<file path="src/rtl/core_run_ctrl_pkg.sv">
// core_run_ctrl_pkg: command, state and halt-cause encodings shared by the run controller
package core_run_ctrl_pkg;
    localparam int NUM_REGS = 32;
    localparam int IDX_W = $clog2(NUM_REGS);
    localparam logic [1:0] CMD_RUN = 2'd0;
    localparam logic [1:0] CMD_HALT = 2'd1;
    localparam logic [1:0] CMD_STEP = 2'd2;
    localparam logic [1:0] CMD_DUMP = 2'd3;
    localparam logic [1:0] CAUSE_NONE = 2'd0;
    localparam logic [1:0] CAUSE_CMD = 2'd1;
    localparam logic [1:0] CAUSE_BREAK = 2'd2;
    localparam logic [1:0] CAUSE_LIMIT = 2'd3;
    typedef enum logic [1:0] {ST_HALTED, ST_RUNNING, ST_STEP, ST_DUMP} state_t;
endpackage

</file>
<file path="src/rtl/core_run_controller_if.sv">
// core_run_controller_if: host command port and register-dump stream of the run controller
interface core_run_controller_if;
    import core_run_ctrl_pkg::*;
    logic cmd_valid;
    logic cmd_ready;
    logic [1:0] cmd_op;
    logic cmd_err;
    logic dump_valid;
    logic dump_ready;
    logic [31:0] dump_data;
    logic [IDX_W-1:0] dump_idx;
    logic dump_last;
    modport master (
        output cmd_valid, cmd_op, dump_ready,
        input cmd_ready, cmd_err, dump_valid, dump_data, dump_idx, dump_last
    );
    modport slave (
        input cmd_valid, cmd_op, dump_ready,
        output cmd_ready, cmd_err, dump_valid, dump_data, dump_idx, dump_last
    );
endinterface

</file>
<file path="src/rtl/core_run_dump_seq.sv">
// core_run_dump_seq: walks the register index 0..NUM_REGS-1 over a valid/ready stream
module core_run_dump_seq
    import core_run_ctrl_pkg::*;
(
    input  logic             clk,
    input  logic             reset,
    input  logic             start,
    input  logic             active,
    input  logic             ready,
    output logic             valid,
    output logic             last,
    output logic             done,
    output logic [IDX_W-1:0] idx
);
    logic [IDX_W-1:0] idx_q, idx_d;
    always_comb begin
        valid = active;
        last = active && idx_q == IDX_W'(NUM_REGS - 1);
        done = valid && ready && last;
        idx = idx_q;
        idx_d = start ? '0 : (valid && ready) ? (last ? '0 : idx_q + 1'b1) : idx_q;
    end
    always_ff @(posedge clk or negedge reset)
        if (!reset) idx_q <= '0;
        else idx_q <= idx_d;
endmodule

</file>
<file path="src/rtl/core_run_controller.sv">
// core_run_controller: run/halt/step/dump sequencer with PC breakpoint and retired-instruction count.
// Define CORE_RUN_CTRL_LIMIT_EN to add the run_limit port that auto-halts after N instructions.
module core_run_controller
    import core_run_ctrl_pkg::*;
#(
    parameter int CNT_W = 32,
    parameter bit RESET_RUN = 1'b0
) (
    input  logic                 clk,
    input  logic                 reset,
    core_run_controller_if.slave bus,
    input  logic                 bp_en,
    input  logic [31:0]          bp_addr,
    input  logic [31:0]          fetch_pc,
    output logic                 core_en,
    output logic [IDX_W-1:0]     debug_reg_select,
    input  logic [31:0]          debug_reg_out,
    output logic                 halted,
    output logic [1:0]           halt_cause,
    output logic [CNT_W-1:0]     instret
`ifdef CORE_RUN_CTRL_LIMIT_EN
    ,
    input  logic [CNT_W-1:0]     run_limit
`endif
);
    localparam state_t RST_STATE = RESET_RUN ? ST_RUNNING : ST_HALTED;
    state_t state_q, state_d;
    logic bp_armed_q, bp_armed_d, cmd_err_q, cmd_err_d;
    logic [1:0] cause_q, cause_d;
    logic [CNT_W-1:0] instret_q, instret_d;
    logic is_run, cmd_acc, halt_acc, run_acc, bp_hit, limit_hit, dump_start, dump_done;
    logic [IDX_W-1:0] dump_idx;
    assign is_run = state_q == ST_RUNNING;
    assign bus.cmd_ready = state_q == ST_HALTED || is_run;
    assign cmd_acc = bus.cmd_valid && bus.cmd_ready;
    assign halt_acc = is_run && cmd_acc && bus.cmd_op == CMD_HALT;
    assign run_acc = state_q == ST_HALTED && cmd_acc && bus.cmd_op == CMD_RUN;
    assign dump_start = state_q == ST_HALTED && cmd_acc && bus.cmd_op == CMD_DUMP;
    // bp_armed is low for the first RUNNING cycle so a resume from bp_addr commits it
    assign bp_hit = bp_en && bp_armed_q && fetch_pc == bp_addr;
    assign core_en = (is_run && !bp_hit && !halt_acc) || state_q == ST_STEP;
`ifdef CORE_RUN_CTRL_LIMIT_EN
    logic [CNT_W-1:0] run_cnt_q, run_cnt_d;
    assign limit_hit = is_run && core_en && run_limit != '0 && run_cnt_q == run_limit - 1'b1;
    assign run_cnt_d = run_acc ? '0 : (is_run && core_en) ? run_cnt_q + 1'b1 : run_cnt_q;
    always_ff @(posedge clk or negedge reset)
        if (!reset) run_cnt_q <= '0;
        else run_cnt_q <= run_cnt_d;
`else
    assign limit_hit = 1'b0;
`endif
    always_comb begin
        state_d = state_q;
        cause_d = cause_q;
        bp_armed_d = is_run;
        cmd_err_d = is_run && cmd_acc && (bus.cmd_op == CMD_STEP || bus.cmd_op == CMD_DUMP);
        instret_d = core_en ? instret_q + 1'b1 : instret_q;
        case (state_q)
            ST_HALTED:
                if (cmd_acc)
                    state_d = run_acc ? ST_RUNNING : bus.cmd_op == CMD_STEP ? ST_STEP : dump_start ? ST_DUMP : ST_HALTED;
            ST_RUNNING:
                if (bp_hit || halt_acc || limit_hit) begin
                    state_d = ST_HALTED;
                    cause_d = bp_hit ? CAUSE_BREAK : halt_acc ? CAUSE_CMD : CAUSE_LIMIT;
                end
            ST_STEP: begin
                state_d = ST_HALTED;
                cause_d = CAUSE_CMD;
            end
            ST_DUMP:
                if (dump_done) state_d = ST_HALTED;
            default: state_d = ST_HALTED;
        endcase
    end
    always_ff @(posedge clk or negedge reset)
        if (!reset) begin
            state_q <= RST_STATE;
            cause_q <= CAUSE_NONE;
            bp_armed_q <= 1'b0;
            cmd_err_q <= 1'b0;
            instret_q <= '0;
        end else begin
            state_q <= state_d;
            cause_q <= cause_d;
            bp_armed_q <= bp_armed_d;
            cmd_err_q <= cmd_err_d;
            instret_q <= instret_d;
        end
    core_run_dump_seq u_dump (
        .clk    (clk),
        .reset  (reset),
        .start  (dump_start),
        .active (state_q == ST_DUMP),
        .ready  (bus.dump_ready),
        .valid  (bus.dump_valid),
        .last   (bus.dump_last),
        .done   (dump_done),
        .idx    (dump_idx)
    );
    assign bus.dump_idx = dump_idx;
    assign bus.dump_data = bus.dump_valid ? debug_reg_out : '0;
    assign debug_reg_select = bus.dump_valid ? dump_idx : '0;
    assign bus.cmd_err = cmd_err_q;
    assign halted = state_q == ST_HALTED;
    assign halt_cause = cause_q;
    assign instret = instret_q;
endmodule

</file>
<file path="src/flat_wrapper.sv">
// flat-port wrapper written by rule: the top's interface ports become plain ports
module core_run_controller_flat import core_run_ctrl_pkg::*;
#(
    parameter int CNT_W = 32,
    parameter bit RESET_RUN = 1'b0
)
  (clk, reset, bp_en, bp_addr, fetch_pc, core_en, debug_reg_select, debug_reg_out, halted, halt_cause, instret, bus_cmd_valid, bus_cmd_op, bus_dump_ready, bus_cmd_ready, bus_cmd_err, bus_dump_valid, bus_dump_data, bus_dump_idx, bus_dump_last);
  core_run_controller_if bus_i ();
  input  logic clk;
  input  logic reset;
  input  logic bp_en;
  input  logic [31:0] bp_addr;
  input  logic [31:0] fetch_pc;
  output logic core_en;
  output logic [IDX_W-1:0] debug_reg_select;
  input  logic [31:0] debug_reg_out;
  output logic halted;
  output logic [1:0] halt_cause;
  output logic [CNT_W-1:0] instret;
  input wire logic [$bits(bus_i.cmd_valid)-1:0] bus_cmd_valid;
  input wire logic [$bits(bus_i.cmd_op)-1:0] bus_cmd_op;
  input wire logic [$bits(bus_i.dump_ready)-1:0] bus_dump_ready;
  output wire logic [$bits(bus_i.cmd_ready)-1:0] bus_cmd_ready;
  output wire logic [$bits(bus_i.cmd_err)-1:0] bus_cmd_err;
  output wire logic [$bits(bus_i.dump_valid)-1:0] bus_dump_valid;
  output wire logic [$bits(bus_i.dump_data)-1:0] bus_dump_data;
  output wire logic [$bits(bus_i.dump_idx)-1:0] bus_dump_idx;
  output wire logic [$bits(bus_i.dump_last)-1:0] bus_dump_last;
  assign bus_i.cmd_valid = bus_cmd_valid;
  assign bus_i.cmd_op = bus_cmd_op;
  assign bus_i.dump_ready = bus_dump_ready;
  assign bus_cmd_ready = bus_i.cmd_ready;
  assign bus_cmd_err = bus_i.cmd_err;
  assign bus_dump_valid = bus_i.dump_valid;
  assign bus_dump_data = bus_i.dump_data;
  assign bus_dump_idx = bus_i.dump_idx;
  assign bus_dump_last = bus_i.dump_last;
  core_run_controller #(.CNT_W(CNT_W), .RESET_RUN(RESET_RUN)) u_core (.clk(clk), .reset(reset), .bus(bus_i), .bp_en(bp_en), .bp_addr(bp_addr), .fetch_pc(fetch_pc), .core_en(core_en), .debug_reg_select(debug_reg_select), .debug_reg_out(debug_reg_out), .halted(halted), .halt_cause(halt_cause), .instret(instret));
endmodule
</file>
<file path="config.mk">
export PLATFORM = sky130hd
export DESIGN_NAME = core_run_controller_flat
export DESIGN_NICKNAME = d
export VERILOG_FILES = /design/src/rtl/core_run_ctrl_pkg.sv /design/src/rtl/core_run_controller_if.sv /design/src/rtl/core_run_dump_seq.sv /design/src/rtl/core_run_controller.sv /design/src/flat_wrapper.sv
export SDC_FILE = /design/constraint.sdc
export NUM_CORES = 1
export LEC_CHECK = 0
export ABC_AREA = 0
export CORE_ASPECT_RATIO = 0.7
export CORE_MARGIN = 8
export CORE_UTILIZATION = 37
export CTS_BUF_LIST = sky130_fd_sc_hd__clkbuf_4 sky130_fd_sc_hd__clkbuf_8
export DETAILED_ROUTE_END_ITERATION = 8
export GPL_ROUTABILITY_DRIVEN = 0
export PLACE_DENSITY_LB_ADDON = 0.12
export SLEW_MARGIN = 20
export SYNTH_ARGS = -nofsm -noshare
export SYNTH_HDL_FRONTEND = slang
export SYNTH_SLANG_ARGS = --single-unit
</file>
<file path="constraint.sdc">
create_clock -name clk -period 2.11 [get_ports clk]
set_input_delay 0.211 -clock clk [delete_from_list [all_inputs] [get_ports clk]]
set_output_delay 0.211 -clock clk [all_outputs]
set_load 0.01 [all_outputs]
</file>
==> results of run 1 <==
==> per-stage QoR <==
step | util, % | instances | worst slack [ns] | hold WS [ns] | setup TNS (ns)
after floorplan | - | 308 | 0.0563 | -0.0846 | 0
after global placement | 66.4 | 595 | -0.446 | 0.220 | -10.51
after detailed placement | 66.4 | 595 | -0.516 | 0.218 | -11.08
after CTS | 68.1 | 607 | -0.0872 | 0.439 | -0.0872
after global routing | 71.8 | 614 | -0.0642 | 0.463 | -0.341
final | 71.8 | 614 | 0.0284 | 0.421 | 0
==> cells by family (layout without fill, tap and decap cells) <==
| kind of cell | after synthesis | after routing | share of synthesized area [%] |
|---|---|---|---|
| XOR/XNOR | 64 | 64 | 20.3 |
| buffers and inverters | 24 | 232 | 3.54 |
| flip-flops | 43 | 43 | 39.0 |
| adder cells (fa/ha/maj) | 3 | 3 | 1.36 |
| AND/OR/NAND/NOR | 155 | 155 | 31.3 |
| multiplexers | 2 | 2 | 0.771 |
| AO/OA/AOI/OAI | 17 | 17 | 3.72 |
==> power by group <==
group	leakage, nW	internal (mW)	total (mW)	switching (mW)
Sequential	0.472	0.996	1.18	0.187
Clock	0.0402	0.230	0.515	0.285
Combinational	1.80	1.11	2.13	1.02
Total	2.31	2.34	3.83	1.49
==> cell usage after synthesis, types with 2 or more instances <==
library cell and count:
clkbuf_1 14, nor3_1 20, dfrtp_1 43, inv_1 9, nor4_1 15, xor2_1 43, or2_2 2, nor2_1 17
o21ai_0 5, a21oi_1 7, and3_1 44, nor4b_1 2, xnor2_1 21, nand3_1 16, nand2_1 20, ha_1 3
nand4_1 6, or4_1 2, and4_1 6
==> flip-flops by register name (all words and copies together) (netlist names) <==
name	count
u_core.instret	32
u_core.u_dump.idx	5
u_core.halt_cause	2
u_core.state_q	2
u_core.bp_armed_q	1
u_core.bus.cmd_err	1
==> routing by layer <==
| metal | vias up | GRT usage [%] | share of wire [%] |
|---|---|---|---|
| li1 | 1500 | - | - |
| met1 | 1447 | 20.6 | 38 |
| met2 | 106 | 34.4 | 53 |
| met3 | 14 | 6.44 | 7.8 |
| met4 | 0 | 2.97 | 1.4 |
| met5 | - | 0 | 0 |
==> worst paths after layout <==
path,start,endpoint,slack (ns),cells after the start
worst max-delay path,bp_addr[10],u_core.instret[7],0.03,7
worst min-delay path,reset,u_core.instret[21],0.42,2
worst max register to register,u_core.state_q[1],u_core.instret[17],0.14,9
worst min register to register,u_core.instret[31],u_core.instret[31],0.49,1
max in group asynchronous,reset,u_core.instret[19],1.11,3
min in group clk,u_core.instret[31],u_core.instret[31],0.49,1
==> cells in the final DEF (no fill, tap or decap), types with 4 or more instances in the layout <==
cell / instances
clkdlybuf4s50_1: 149
and3_1: 44
dfrtp_1: 43
xor2_1: 40
buf_4: 28
dlymetal6s2s_1: 24
nand2_1: 20
nor3_1: 20
nor2_1: 17
nand3_1: 15
xnor2_2: 11
xnor2_1: 10
nor4_1: 9
inv_1: 7
a21oi_1: 7
and4_1: 6
nor4_2: 6
nand4_1: 6
clkbuf_8: 5
clkbuf_2: 4
buf_6: 4
==> final cells by class <==
type / instances / area (µm²)
Timing Repair Buffer: 215 / 2110
Multi-Input combinational cell: 241 / 1770
Tap cell: 98 / 123
Clock buffer: 5 / 68.8
Fill cell: 548 / 2050
Inverter: 9 / 33.8
Clock inverter: 3 / 20.0
Sequential cell: 43 / 1080
==> what timing repair did <==
item,CTS,global route
setup endpoints to repair,19,49
gates cloned,0,0
hold buffers,1,0
endpoints found under the hold margin,22,0
resized for setup,28,61
setup buffers,3,7
pin swaps,11,22
==> reports/results.ini, run 1 <==
[synthesis]
synth_area_um2=2760
ys_ff_latch=43
synth_warnings=0
synth-edff-count=0
synth_flop_cell=dfrtp_1
synth_fp_nets=414
yosysTopAreaCell=dfrtp_1
synthCells=308
ys_async_sr_fraction_pct=100
yosysSeqAreaShare_pct=39.0
avgSynthCellArea_um2=8.96
synth_cell_type_count=32
synthTopCellsByArea=dfrtp_1 (39%), xor2_1 (14%), and3_1 (10%)
synth_top_area_share_pct=39.0

[sta]
timing.fmax_ghz=0.480
slew_headroom_pct=64.5
hold_violations=0
tightest_slew_ns=0.532
period_needed_ns=2.08
rsz0062_at_grt=yes
finalSetupViolations=0
min_period_over_period_pct=98.7
timing.final.max_slew_violations=0
finalClockSkew_ns=0.0136

[floorplanning]
die_area_um2=10500
die_x_um=119
core_area_um2=7250
ioPinCount=185
rows=26
start_util_pct=38.0
die_h_um=88.3

[pwr]
cellLeakagePower_nw=2.31
vdd_drop_max_uv=469
p_per_area_nw_per_um2=735
p_total_mw=3.83

[grt]
grt_start_max_net_pins=44
antenna_found_initial=0
grt_pass1_wl_um=16000
first_global_vias=3146
grt_usage_pct=18.5
overflow=0

[clock_network]
cts.path.max_buffers=2
clkSinkCount=43
cts_buffers=5
insertion_delay_ns=0.29
htreeDepth=2
root_buffer=clkbuf_8
clk_pin_slew_ns=0.09
cts_tree=done

[layout]
drive_above_1_share_pct=15.7
fin_nets=621
final_area_um2=5210
antenna_cells=0
area_delta_synth_final_pct=88.6

[setup_path]
end_kind=flip-flop
critPathArrivalTime_ns=2.29
path_class=primary input to flip-flop
cp_slowest_cell=or4_4
critPathMaxStageDelay_ns=0.57
path_delay_family=simple AND/OR/NAND/NOR gates
cp.required_ns=2.32
cp_num_buf_inv=1
path_max_fanout=5
cp-start-kind=primary input
worst_path_most_repeated_cell=or4_4
crit_chain=clkbuf_2 > xor2_1 > or4_4 > or4_4 > or4_4 > nand4b_1 > xnor2_1

[run_status]
status=completed

[detailed_routing]
drt_iter0_markers=122
routed_via_density=5.00
vias=3067
drc=0
drt-total-wl_um=10500
routedWlPerCell_um=17.1
drtAntennaViolNets=0
firstDrtPassIters=4

[place]
hpwl_um=8070
port-buffer-count=184
postPlaceCellArea_um2=4810

[run]
maxCapViolCount=0

[hold_path]
hp-class=primary input to asynchronous set/reset pin

Note: power is estimated with default switching activity, not from simulation.
==> inputs of run 2 (changes only) <==
--- a/config.mk
+++ b/config.mk
@@ -6,7 +6,7 @@
 export NUM_CORES = 1
 export LEC_CHECK = 0
 export ABC_AREA = 0
-export CORE_ASPECT_RATIO = 0.7
+export CORE_ASPECT_RATIO = 0.5
 export CORE_MARGIN = 8
 export CORE_UTILIZATION = 37
 export CTS_BUF_LIST = sky130_fd_sc_hd__clkbuf_4 sky130_fd_sc_hd__clkbuf_8
==> run 2 against run 1 <==
Against the previous run:
- via count is 1.8% lower
- sequential share of layout area is 0.36 points higher
- wire length fell by 0.73%
- sequential power is essentially flat
- critical endpoint unchanged
- power down 0.15%
- global-route usage is 0.60 points higher
- cell area fell by 1.7%
- clock skew fell by 0.0039 ns
- setup slack better by 0.039 ns
- cell count down 0.16%
- critical path depth is the same
- clock power is 4.3% higher
==> reports/results.ini, run 2 (synthesized netlist as in run 1, its figures left out) <==
[run_status]
status=completed

[pwr]
p_total_mw=3.82
vdd_drop_max_uv=510
p_per_area_nw_per_um2=747
cellLeakagePower_nw=2.19

[detailed_routing]
drtAntennaViolNets=0
vias=3011
firstDrtPassIters=4
drt-total-wl_um=10400
drc=0
routed_via_density=4.91
drt_iter0_markers=168
routedWlPerCell_um=17.0

[layout]
fillers=590
postLayoutCoreUtil_pct=70.4
area_delta_synth_final_pct=85.4
fin_nets=622
regArea_um2=1080
drive_above_1_share_pct=15.3
largest_reg_flops=32
multi_input_area_um2=1740
final_common_cell=clkdlybuf4s50_1
antenna_cells=0
mostFrequentLayoutCells=clkdlybuf4s50_1 (147), and3_1 (44), dfrtp_1 (43)

[sta]
finalClockSkew_ns=0.00966
slew_headroom_pct=71.5
min_period_over_period_pct=96.8
hold_violations=0
worst_slack_ns=0.0678
timing.fmax_ghz=0.490
timing.final.max_slew_violations=0
finalSetupViolations=0
tightest_slew_ns=0.428
period_needed_ns=2.04

[grt]
grt_usage_pct=19.1
antenna_found_initial=0
grt_pass1_wl_um=16800
overflow=0
first_global_vias=3272
grt_start_max_net_pins=44

[clock_network]
cts_buffers=5
root_buffer=clkbuf_8
htreeDepth=2
clkSinkCount=43
cts.path.max_buffers=2
insertion_delay_ns=0.30
cts_tree=done
clk_pin_slew_ns=0.08

[setup_path]
critPathArrivalTime_ns=2.26
path_max_fanout=5
end_kind=flip-flop
cp.required_ns=2.33
cp-start-kind=primary input
path_class=primary input to flip-flop

[floorplanning]
core_area_um2=7270
rows=22
die_h_um=77.1
start_util_pct=38.0
die_area_um2=10600
die_x_um=138
ioPinCount=185

[place]
dp_slack_ns=-0.550
hpwl_um=8470
port-buffer-count=184

[hold_path]
hp-class=primary input to asynchronous set/reset pin

[run]
maxCapViolCount=0

==> run 2: cell count changes in the layout (fill, tap and decap cells not counted), sizes merged <==
| cell | change |
|---|---|
| clkdlybuf4s50 | -2 |
| clkinvlp | -1 |
| dlymetal6s2s | -14 |
| dlygate4sd2 | +16 |
| buf | +5 |
| clkdlybuf4s15 | -1 |
| clkbuf | -2 |
==> run 2: layout make-up <==
class	count	share of cell area, %
clock buffer	6	1.49
clock inverter	2	0.245
inverter	9	0.660
multi-input combinational	241	34.0
sequential	43	21.0
tap	96	2.35
timing repair buffer	216	40.2
==> run 2: repair_timing <==
item	4_1_cts	5_1_grt
buffers inserted	6	2
endpoints found under the hold margin	16	0
resized for setup	58	31
pin swaps	23	20
setup endpoints to repair	12	33
hold buffers	1	0
==> run 2: worst paths after layout <==
path / startpoint / to / slack, ns / depth (start not counted)
setup reg to reg: u_core.state_q[1] / u_core.instret[29] / 0.21 / 9
setup / recovery: fetch_pc[11] / u_core.instret[7] / 0.07 / 7
hold reg to reg: u_core.instret[31] / u_core.instret[31] / 0.47 / 1
min in group clk: u_core.instret[31] / u_core.instret[31] / 0.47 / 1
max in group asynchronous: reset / u_core.instret[2] / 1.18 / 3
hold / removal: reset / u_core.u_dump.idx[0] / 0.38 / 2
==> run 2: through the flow <==
step | instances | instance area, µm² | hold WS [ns] | TNS (ns)
final | 613 | 5120 | 0.384 | 0
after floorplan | 308 | 2760 | -0.0846 | 0
after detailed placement | 596 | 4830 | 0.174 | -11.37
after global placement | 596 | 4830 | 0.173 | -11.06
after CTS | 611 | 4980 | 0.378 | 0
after global routing | 613 | 5120 | 0.412 | -0.0160
==> run 2: report_power, final <==
| part | internal (mW) | switching [mW] | total, mW | leakage [nW] |
|---|---|---|---|---|
| Combinational | 1.11 | 1.02 | 2.13 | 1.67 |
| Sequential | 0.996 | 0.161 | 1.16 | 0.472 |
| Clock | 0.245 | 0.292 | 0.537 | 0.0446 |
| Total | 2.35 | 1.47 | 3.82 | 2.19 |
==> run 2: critical path, cell delays in order <==
cell             delay (ns)
clkdlybuf4s50_1        0.50
xnor2_2                0.13
nand4_1                0.13
or4_4                  0.50
or4_4                  0.54
nand4b_1               0.13
xnor2_1                0.12
==> run 2: layer usage <==
layer | vias to the layer above | GRT usage (%) | routed length (µm)
li1 | 1501 | - | -
met1 | 1415 | 20.0 | 4030
met2 | 90 | 35.0 | 5370
met3 | 5 | 8.36 | 951
met4 | 0 | 4.09 | 63
met5 | - | 0 | 0
==> inputs of run 3 (changes only) <==
--- a/config.mk
+++ b/config.mk
@@ -11,8 +11,8 @@
 export CORE_UTILIZATION = 37
 export CTS_BUF_LIST = sky130_fd_sc_hd__clkbuf_4 sky130_fd_sc_hd__clkbuf_8
 export DETAILED_ROUTE_END_ITERATION = 8
-export GPL_ROUTABILITY_DRIVEN = 0
-export PLACE_DENSITY_LB_ADDON = 0.12
+export HOLD_SLACK_MARGIN = 0.12
+export PLACE_DENSITY = 0.83
 export SLEW_MARGIN = 20
 export SYNTH_ARGS = -nofsm -noshare
 export SYNTH_HDL_FRONTEND = slang
==> run 3 against run 2 <==
Against the previous run:
- the run now ends with negative setup slack left
- combinational power rose by 4%
- power is 5.5% higher
- die area is the same
- sequential share of layout area down 0.55 points
- sequential power hardly changed
==> reports/results.ini, run 3 (synthesized netlist as in run 1, its figures left out) <==
[detailed_routing]
wl_met2_um=6760
vias=3196
drc=0
drt-total-wl_um=12300
drtAntennaViolNets=0
routedWlPerCell_um=20.1
routed_via_density=5.21
drt_iter0_markers=222
wl_met3_um=593
drt-met1-wl_um=4590
dr.max_layer_used=met4
firstDrtPassIters=5

[setup_path]
path_class=primary input to flip-flop
end_kind=flip-flop
reg2reg_to=u_core.instret[22]
cp-start-kind=primary input
critPathArrivalTime_ns=2.35
regToRegSetupSlack_ns=0.05
cp.required_ns=2.27
r2r-start=u_core.state_q[1]
r2r_cells=9
path_max_fanout=5

[floorplanning]
core_area_um2=7270
die_h_um=77.1
die_area_um2=10600
rows=22
ioPinCount=185
start_util_pct=38.0
die_x_um=138

[layout]
instances_no_fill=613
area_delta_synth_final_pct=90.3
final_common_cell=clkdlybuf4s50_1
largest_reg_flops=32
drive_above_1_share_pct=14.6
fin_nets=619
mostFrequentLayoutCells=clkdlybuf4s50_1 (146), and3_1 (44), dfrtp_1 (43)

[grt]
grt_usage_pct=18.9
first_global_vias=2980
grt_start_max_net_pins=44
antenna_found_initial=4
grt_pass1_wl_um=16400
overflow=0

[pwr]
p_total_mw=4.03
vdd_drop_max_uv=526
clockPowerShare_pct=15.8
swShare_pct=38.9
p_per_area_nw_per_um2=768
seq_power_share_pct=29.4
cellLeakagePower_nw=2.33
p_int_mw=2.46
pwr-share-comb_pct=54.8
power.switching_mw=1.57

[place]
hpwl_um=8560
place.gp.congestion=0.899
dp_slack_ns=-0.566
port-buffer-count=184
dp_cells=591

[sta]
worst_slack_ns=-0.0855
tightest_slew_ns=0.347
tns_ns=-0.166
whs_ns=0.422
timing.final.max_slew_violations=0
slew_headroom_pct=76.7
hold_violations=0
finalClockSkew_ns=0.00614
period_needed_ns=2.20
timing.fmax_ghz=0.455
finalSetupViolations=5
min_period_over_period_pct=104
rsz0062_at_grt=yes

[clock_network]
htreeDepth=2
cts_buffers=5
root_buffer=clkbuf_8
clk_pin_slew_ns=0.08
clkSinkCount=43
insertion_delay_ns=0.29
cts.path.max_buffers=2
cts_tree=done

[hold_path]
hp-class=primary input to asynchronous set/reset pin

[run]
maxCapViolCount=0

[run_status]
status=finished with violations
violations=negative setup slack

run 3: cell types whose count changed in the layout (fill, tap and decap cells not counted), sizes merged, moves of 2 or more:
cell / delta
diode: +4
dlymetal6s2s: +17
clkdlybuf4s15: +2
buf: -4
dlygate4sd2: -16
run 3: per-layer routing:
layer | vias to the layer above | GRT usage, %
li1 | 1493 | -
met1 | 1534 | 20.7
met2 | 141 | 35.1
met3 | 28 | 3.93
met4 | 0 | 7.32
met5 | - | 0
run 3: worst max path at each step:
stage                      from                   end
detailed placement  fetch_pc[6]    u_core.instret[27]
global route        bp_addr[16]  u_core.halt_cause[0]
CTS                 bp_addr[10]    u_core.instret[27]
finish              bp_addr[10]  u_core.halt_cause[0]
floorplan            bp_addr[6]     u_core.instret[7]
global placement    fetch_pc[6]     u_core.instret[7]
run 3: area by class of cell:
class,instances,area [µm²]
antenna,4,10.0
clock buffer,6,76.3
clock inverter,1,30.0
fill,515,2010
inverter,9,33.8
multi-input combinational,241,1780
sequential,43,1080
tap,96,120
timing repair buffer,213,2130
run 3: per-stage QoR:
step / utilization, % / cell area (µm²)
CTS: 68.5 / 4980
finish: 72.3 / 5250
global route: 72.3 / 5250
global placement: 66.2 / 4810
detailed placement: 66.2 / 4810
floorplan: - / 2760
run 3: power groups by stage:
stage,Combinational (mW),Clock (mW),Sequential [mW]
after CTS,2.08,0.639,1.17
after floorplan,0.856,0,1.23
after detailed placement,2.04,0,1.19
after global routing,2.36,0.684,1.21
final,2.21,0.636,1.19
after global placement,2.00,0,1.18
run 3: worst max-delay path, cell delays in order:
cell and delay [ns]:
buf_8 0.10, xor2_2 0.17, or4_1 0.55, or4_4 0.51, or4_4 0.54, o21ai_0 0.12, o21ai_0 0.15
run 3: timing repair:
item                                    in CTS  in global routing
pin swaps                                   12                 21
hold buffers                                 1                  0
endpoints found under the setup margin      33                 61
gates resized for setup                     39                 56
gates cloned                                 0                  0
setup buffers                                6                  4
hold endpoints to repair                    43                  0
==> edit 1 (settings of run 1) <==
`RESET_RUN` is set to 1'b0 in 2 places; all go to 1'b1.
--- a/src/rtl/core_run_controller.sv
+++ b/src/rtl/core_run_controller.sv
@@ -4,7 +4,7 @@
     import core_run_ctrl_pkg::*;
 #(
     parameter int CNT_W = 32,
-    parameter bit RESET_RUN = 1'b0
+    parameter bit RESET_RUN = 1'b1
 ) (
     input  logic                 clk,
     input  logic                 reset,
--- a/src/flat_wrapper.sv
+++ b/src/flat_wrapper.sv
@@ -2,7 +2,7 @@
 module core_run_controller_flat import core_run_ctrl_pkg::*;
 #(
     parameter int CNT_W = 32,
-    parameter bit RESET_RUN = 1'b0
+    parameter bit RESET_RUN = 1'b1
 )
   (clk, reset, bp_en, bp_addr, fetch_pc, core_en, debug_reg_select, debug_reg_out, halted, halt_cause, instret, bus_cmd_valid, bus_cmd_op, bus_dump_ready, bus_cmd_ready, bus_cmd_err, bus_dump_valid, bus_dump_data, bus_dump_idx, bus_dump_last);
   core_run_controller_if bus_i ();
Formal check against the unedited RTL: not equivalent (Yosys sat finds a counterexample within 4 cycles, from zero or initial values and one cycle with reset low).
==> edit 1 against run 1 <==
Wire length decreased by 5.9%; largest power group unchanged; fmax decreased by 0.22%; cell area decreased by 0.96%; total power increased by 6.3%; worst setup slack got worse by 0.0046 ns; critical endpoint is now u_core.halt_cause[0]$_DFFE_PN0P_; sequential share of layout area increased by 0.22 points; area after synthesis about the same; critical path type unchanged; sequential cell count unchanged.
==> edit 1: results (changes against run 1) <==
Worst VDD drop=0.0004204 V (was 0.0004694 V); fillers=556 (was 548); post-CTS resize count=47 (was 28); R2R Path End=u_core.instret[24]$_DFFE_PN0P_ (was u_core.instret[17]$_DFFE_PN0P_); Worst Skew=0.01088 ns (was 0.01359 ns); CP arrival=2.25 ns (was 2.29 ns); Data buffer area share=39.67% (was 40.54%); synth unique cells=33 (was 32); Global Route met2 Usage=34.52% (was 34.37%); Final WS setup=0.02389 ns (was 0.02845 ns); GRT Total Usage=18.05% (was 18.54%); reg2reg start=u_core.state_q[0]$_DFFE_PN1P_ (was u_core.state_q[1]$_DFFE_PN0P_); vias per cell=4.956 (was 4.995); status=finished, final reports clean (unchanged); Synth top cells by count=and3_1 (44), xor2_1 (43), dfrtp_1 (42) (was and3_1 (44), dfrtp_1 (43), xor2_1 (43)); # Post-CTS Setup Buffers=6 (was 3); WL met2=5173 µm (was 5508 µm); worst-margin pin slew=0.5593 ns (was 0.5319 ns); Fin Hold WS=0.4266 ns (was 0.4213 ns); share of cells above drive strength 1=13.48% (was 15.70%); GR Util met3=5.927% (was 6.437%); post-synthesis xor/xnor area fraction=20.30% (was 20.31%); Repair and plain buffers=211 (was 215); ranking of synthesized cells by area=dfrtp_1 (38%), xor2_1 (14%), and3_1 (10%) (was dfrtp_1 (39%), xor2_1 (14%), and3_1 (10%)); adder-cell area share of the yosys netlist=1.359% (was 1.360%)
[edit 1: power by group]
| part | switching, µW | internal [µW] |
|---|---|---|
| Clock | 286 | 472 |
| Combinational | 1010 | 1110 |
| Sequential | 187 | 1000 |
| Total | 1480 | 2590 |
[edit 1: worst max-delay path by stage]
stage | from | endpoint | depth (start not counted)
finish | bp_addr[9] | u_core.halt_cause[0]$_DFFE_PN0P_ | 7
global route | u_core.state_q[0]$_DFFE_PN1P_ | u_core.instret[23]$_DFFE_PN0P_ | 8
CTS | fetch_pc[31] | u_core.instret[7]$_DFFE_PN0P_ | 7
detailed placement | bp_addr[10] | u_core.instret[7]$_DFFE_PN0P_ | 7
global placement | bp_addr[6] | u_core.instret[7]$_DFFE_PN0P_ | 7
floorplan | bp_addr[6] | u_core.instret[7]$_DFFE_PN0P_ | 6
[edit 1: worst max-delay path, stage by stage]
cell	delay, ns
clkdlybuf4s50_1	0.51
xnor2_2	0.14
nand4_1	0.14
or4_4	0.50
or4_4	0.54
o21ai_0	0.10
o21ai_0	0.11
==> edit 2 (flow settings as in run 1) <==
Without the edit above. The 4 states of `state_t` get a one-hot encoding in 4 bits.
--- a/src/rtl/core_run_ctrl_pkg.sv
+++ b/src/rtl/core_run_ctrl_pkg.sv
@@ -10,6 +10,6 @@
     localparam logic [1:0] CAUSE_CMD = 2'd1;
     localparam logic [1:0] CAUSE_BREAK = 2'd2;
     localparam logic [1:0] CAUSE_LIMIT = 2'd3;
-    typedef enum logic [1:0] {ST_HALTED, ST_RUNNING, ST_STEP, ST_DUMP} state_t;
+    typedef enum logic [3:0] {ST_HALTED = 4'b0001, ST_RUNNING = 4'b0010, ST_STEP = 4'b0100, ST_DUMP = 4'b1000} state_t;
 endpackage
 
Function: same outputs for any inputs over 10 cycles, from zero or initial values and one cycle with reset low; not proved beyond that.
==> edit 2 against run 1 <==
Count of clock-buffer cells in the layout did not move; area after synthesis rose by 5.2%; worst setup slack improved by 0.038 ns; first-iteration DRC count fell by 1.6%; register-to-register slack got worse by 0.06 ns; wire length rose by 2.1%; total power fell by 25%; cell area rose by 5.2%; fmax rose by 1.8%; hold slack got worse by 0.021 ns; sequential cell count rose by 2; sequential share of layout area barely moved.
==> edit 2: results (changes against run 1) <==
status=finished, final reports clean (unchanged); Post-DP Area=5102 µm² (was 4815 µm²); Synth Warn #=0 (unchanged); hold crit path type=input pin to async pin (unchanged); share of cells above drive strength 1=15.58% (was 15.70%); fillers=607 (was 548); Async S/R FF share, synth=100.0% (unchanged); deepest clock path buffer count=2 (unchanged); dominant synthesized flop cell=dfrtp_1 (unchanged); Net Count, Synth=402 (was 414); vias per cell=4.897 (was 4.995); Slew Limit Fails=0 (unchanged); clk slew on worst S/H paths=0.09 ns (about the same); synth unique cells=48 (was 32); max FFs per register=32 (unchanged); Clk Latency, worst-skew pair=0.31 ns (was 0.29 ns); largest net degree at the start of global routing=46 (was 44); GR Util met3=9.119% (was 6.437%); total CTS buffers=5 (unchanged); clk root buf=clkbuf_8 (unchanged); Critical Path Source=fetch_pc[19] (was bp_addr[10]); DP HPWL=8282 µm (was 8070 µm); routing usage on met1=20.51% (was 20.58%); Worst VDD drop=0.0002612 V (was 0.0004694 V); vias in the first global route=3225 (was 3146); initial antenna violation count=3 (was 0); reg2reg start=u_core.state_q[2]$_DFFE_PN0P_ (was u_core.state_q[1]$_DFFE_PN0P_); Layout Nets=625 (was 621); leakage power=0.002646 µW (was 0.002312 µW); routed wire length=10710 µm (was 10490 µm); GRT Total Usage=18.58% (was 18.54%); Global Route met2 Usage=30.50% (was 34.37%); first-pass GRT wire length=16510 µm (was 15990 µm); port bufs=184 (unchanged); ranking of synthesized cells by area=dfrtp_1 (38%), xor2_1 (13%), and2_1 (8.2%) (was dfrtp_1 (39%), xor2_1 (14%), and3_1 (10%)); Post-synth EDFFs=0 (unchanged); H-tree levels=2 (unchanged); drt initial violations=120 (was 122); Worst Skew=0.01187 ns (was 0.01359 ns); Synth top cells by count=dfrtp_1 (44), xor2_1 (44), and2_1 (38) (was and3_1 (44), dfrtp_1 (43), xor2_1 (43)); post-synthesis sequential area ratio=38.84% (was 38.98%); Worst slew margin=59.43% (was 64.54%); first drt pass iteration count=4 (unchanged); reg2reg path depth=6 (was 9); crit path max fanout=2 (was 5)
[edit 2: critical path, cell delays in order]
cell	delay, ns
clkdlybuf4s50_1	0.43
xor2_1	0.16
nor4_2	0.29
nand4_1	0.22
o31ai_4	0.29
nand2_2	0.09
buf_6	0.13
[edit 2: repair_timing]
| item | in CTS | in global routing |
|---|---|---|
| hold buffers | 1 | 0 |
| endpoints found under the hold margin | 44 | 0 |
| gates resized for setup | 47 | 58 |
| gates cloned | 0 | 1 |
| setup endpoints to repair | 55 | 36 |
| buffers inserted | 0 | 8 |
| pin swaps | 1 | 31 |
[edit 2: kinds of logic (layout without fill, tap and decap cells)]
family | after synthesis | in the layout | synth area share, %
other | 0 | 1 | 0
buffers and inverters | 19 | 243 | 2.845
and+or+nand+nor | 116 | 116 | 23.36
muxes | 2 | 2 | 0.7758
adders and majority gates | 3 | 3 | 1.293
AOI/OAI and AO/OA | 48 | 48 | 13.88
DFF | 45 | 45 | 38.84
xor gates and xnor gates | 63 | 63 | 19.01
[edit 2: where the power goes]
part           leakage (µW)  switching, µW  internal, µW  total (µW)
registers          0.000536           83.5           959        1040
clock network     0.0000544            315           355         669
logic               0.00206            523           636        1160
[edit 2: worst paths after layout]
kind | endpoint | slack (ns)
hold / removal | u_core.instret[9]$_DFFE_PN0P_ | 0.40
min in group clk | u_core.instret[31]$_DFFE_PN0P_ | 0.49
setup reg to reg | u_core.instret[14]$_DFFE_PN0P_ | 0.08
max in group asynchronous | u_core.state_q[0]$_DFFE_PN1P_ | 1.43
setup / recovery | core_en | 0.07
hold reg to reg | u_core.instret[31]$_DFFE_PN0P_ | 0.49
[edit 2: final cells by class]
type	count	area, µm²	area share (%)
clock buffers	5	68.82	1.257
flip-flops and latches	45	1130	20.63
diodes	1	2.502	0.04569
multi-input cells	232	1826	33.33
inverters	10	37.54	0.6854
repair buffers	225	2240	40.90
well taps	101	126.4	2.308
clock inverters	3	46.29	0.8453
[edit 2: layer usage]
layer,up-vias,routed length (µm)
met2,93,5388
met5,-,27
met3,10,1102
li1,1483,-
met1,1456,4098
met4,4,90
[edit 2: stage by stage]
stage	utilization, %	setup TNS (ns)	cells	setup slack, ns
2_1_floorplan	-	0	296	0.1097
3_3_place_gp	65.96	-9.474	605	-0.4008
3_5_place_dp	65.96	-10.69	605	-0.4193
4_1_cts	66.93	-0.07529	614	-0.04537
5_1_grt	70.79	-0.1253	622	-0.02958
6_report	70.79	0	622	0.06623
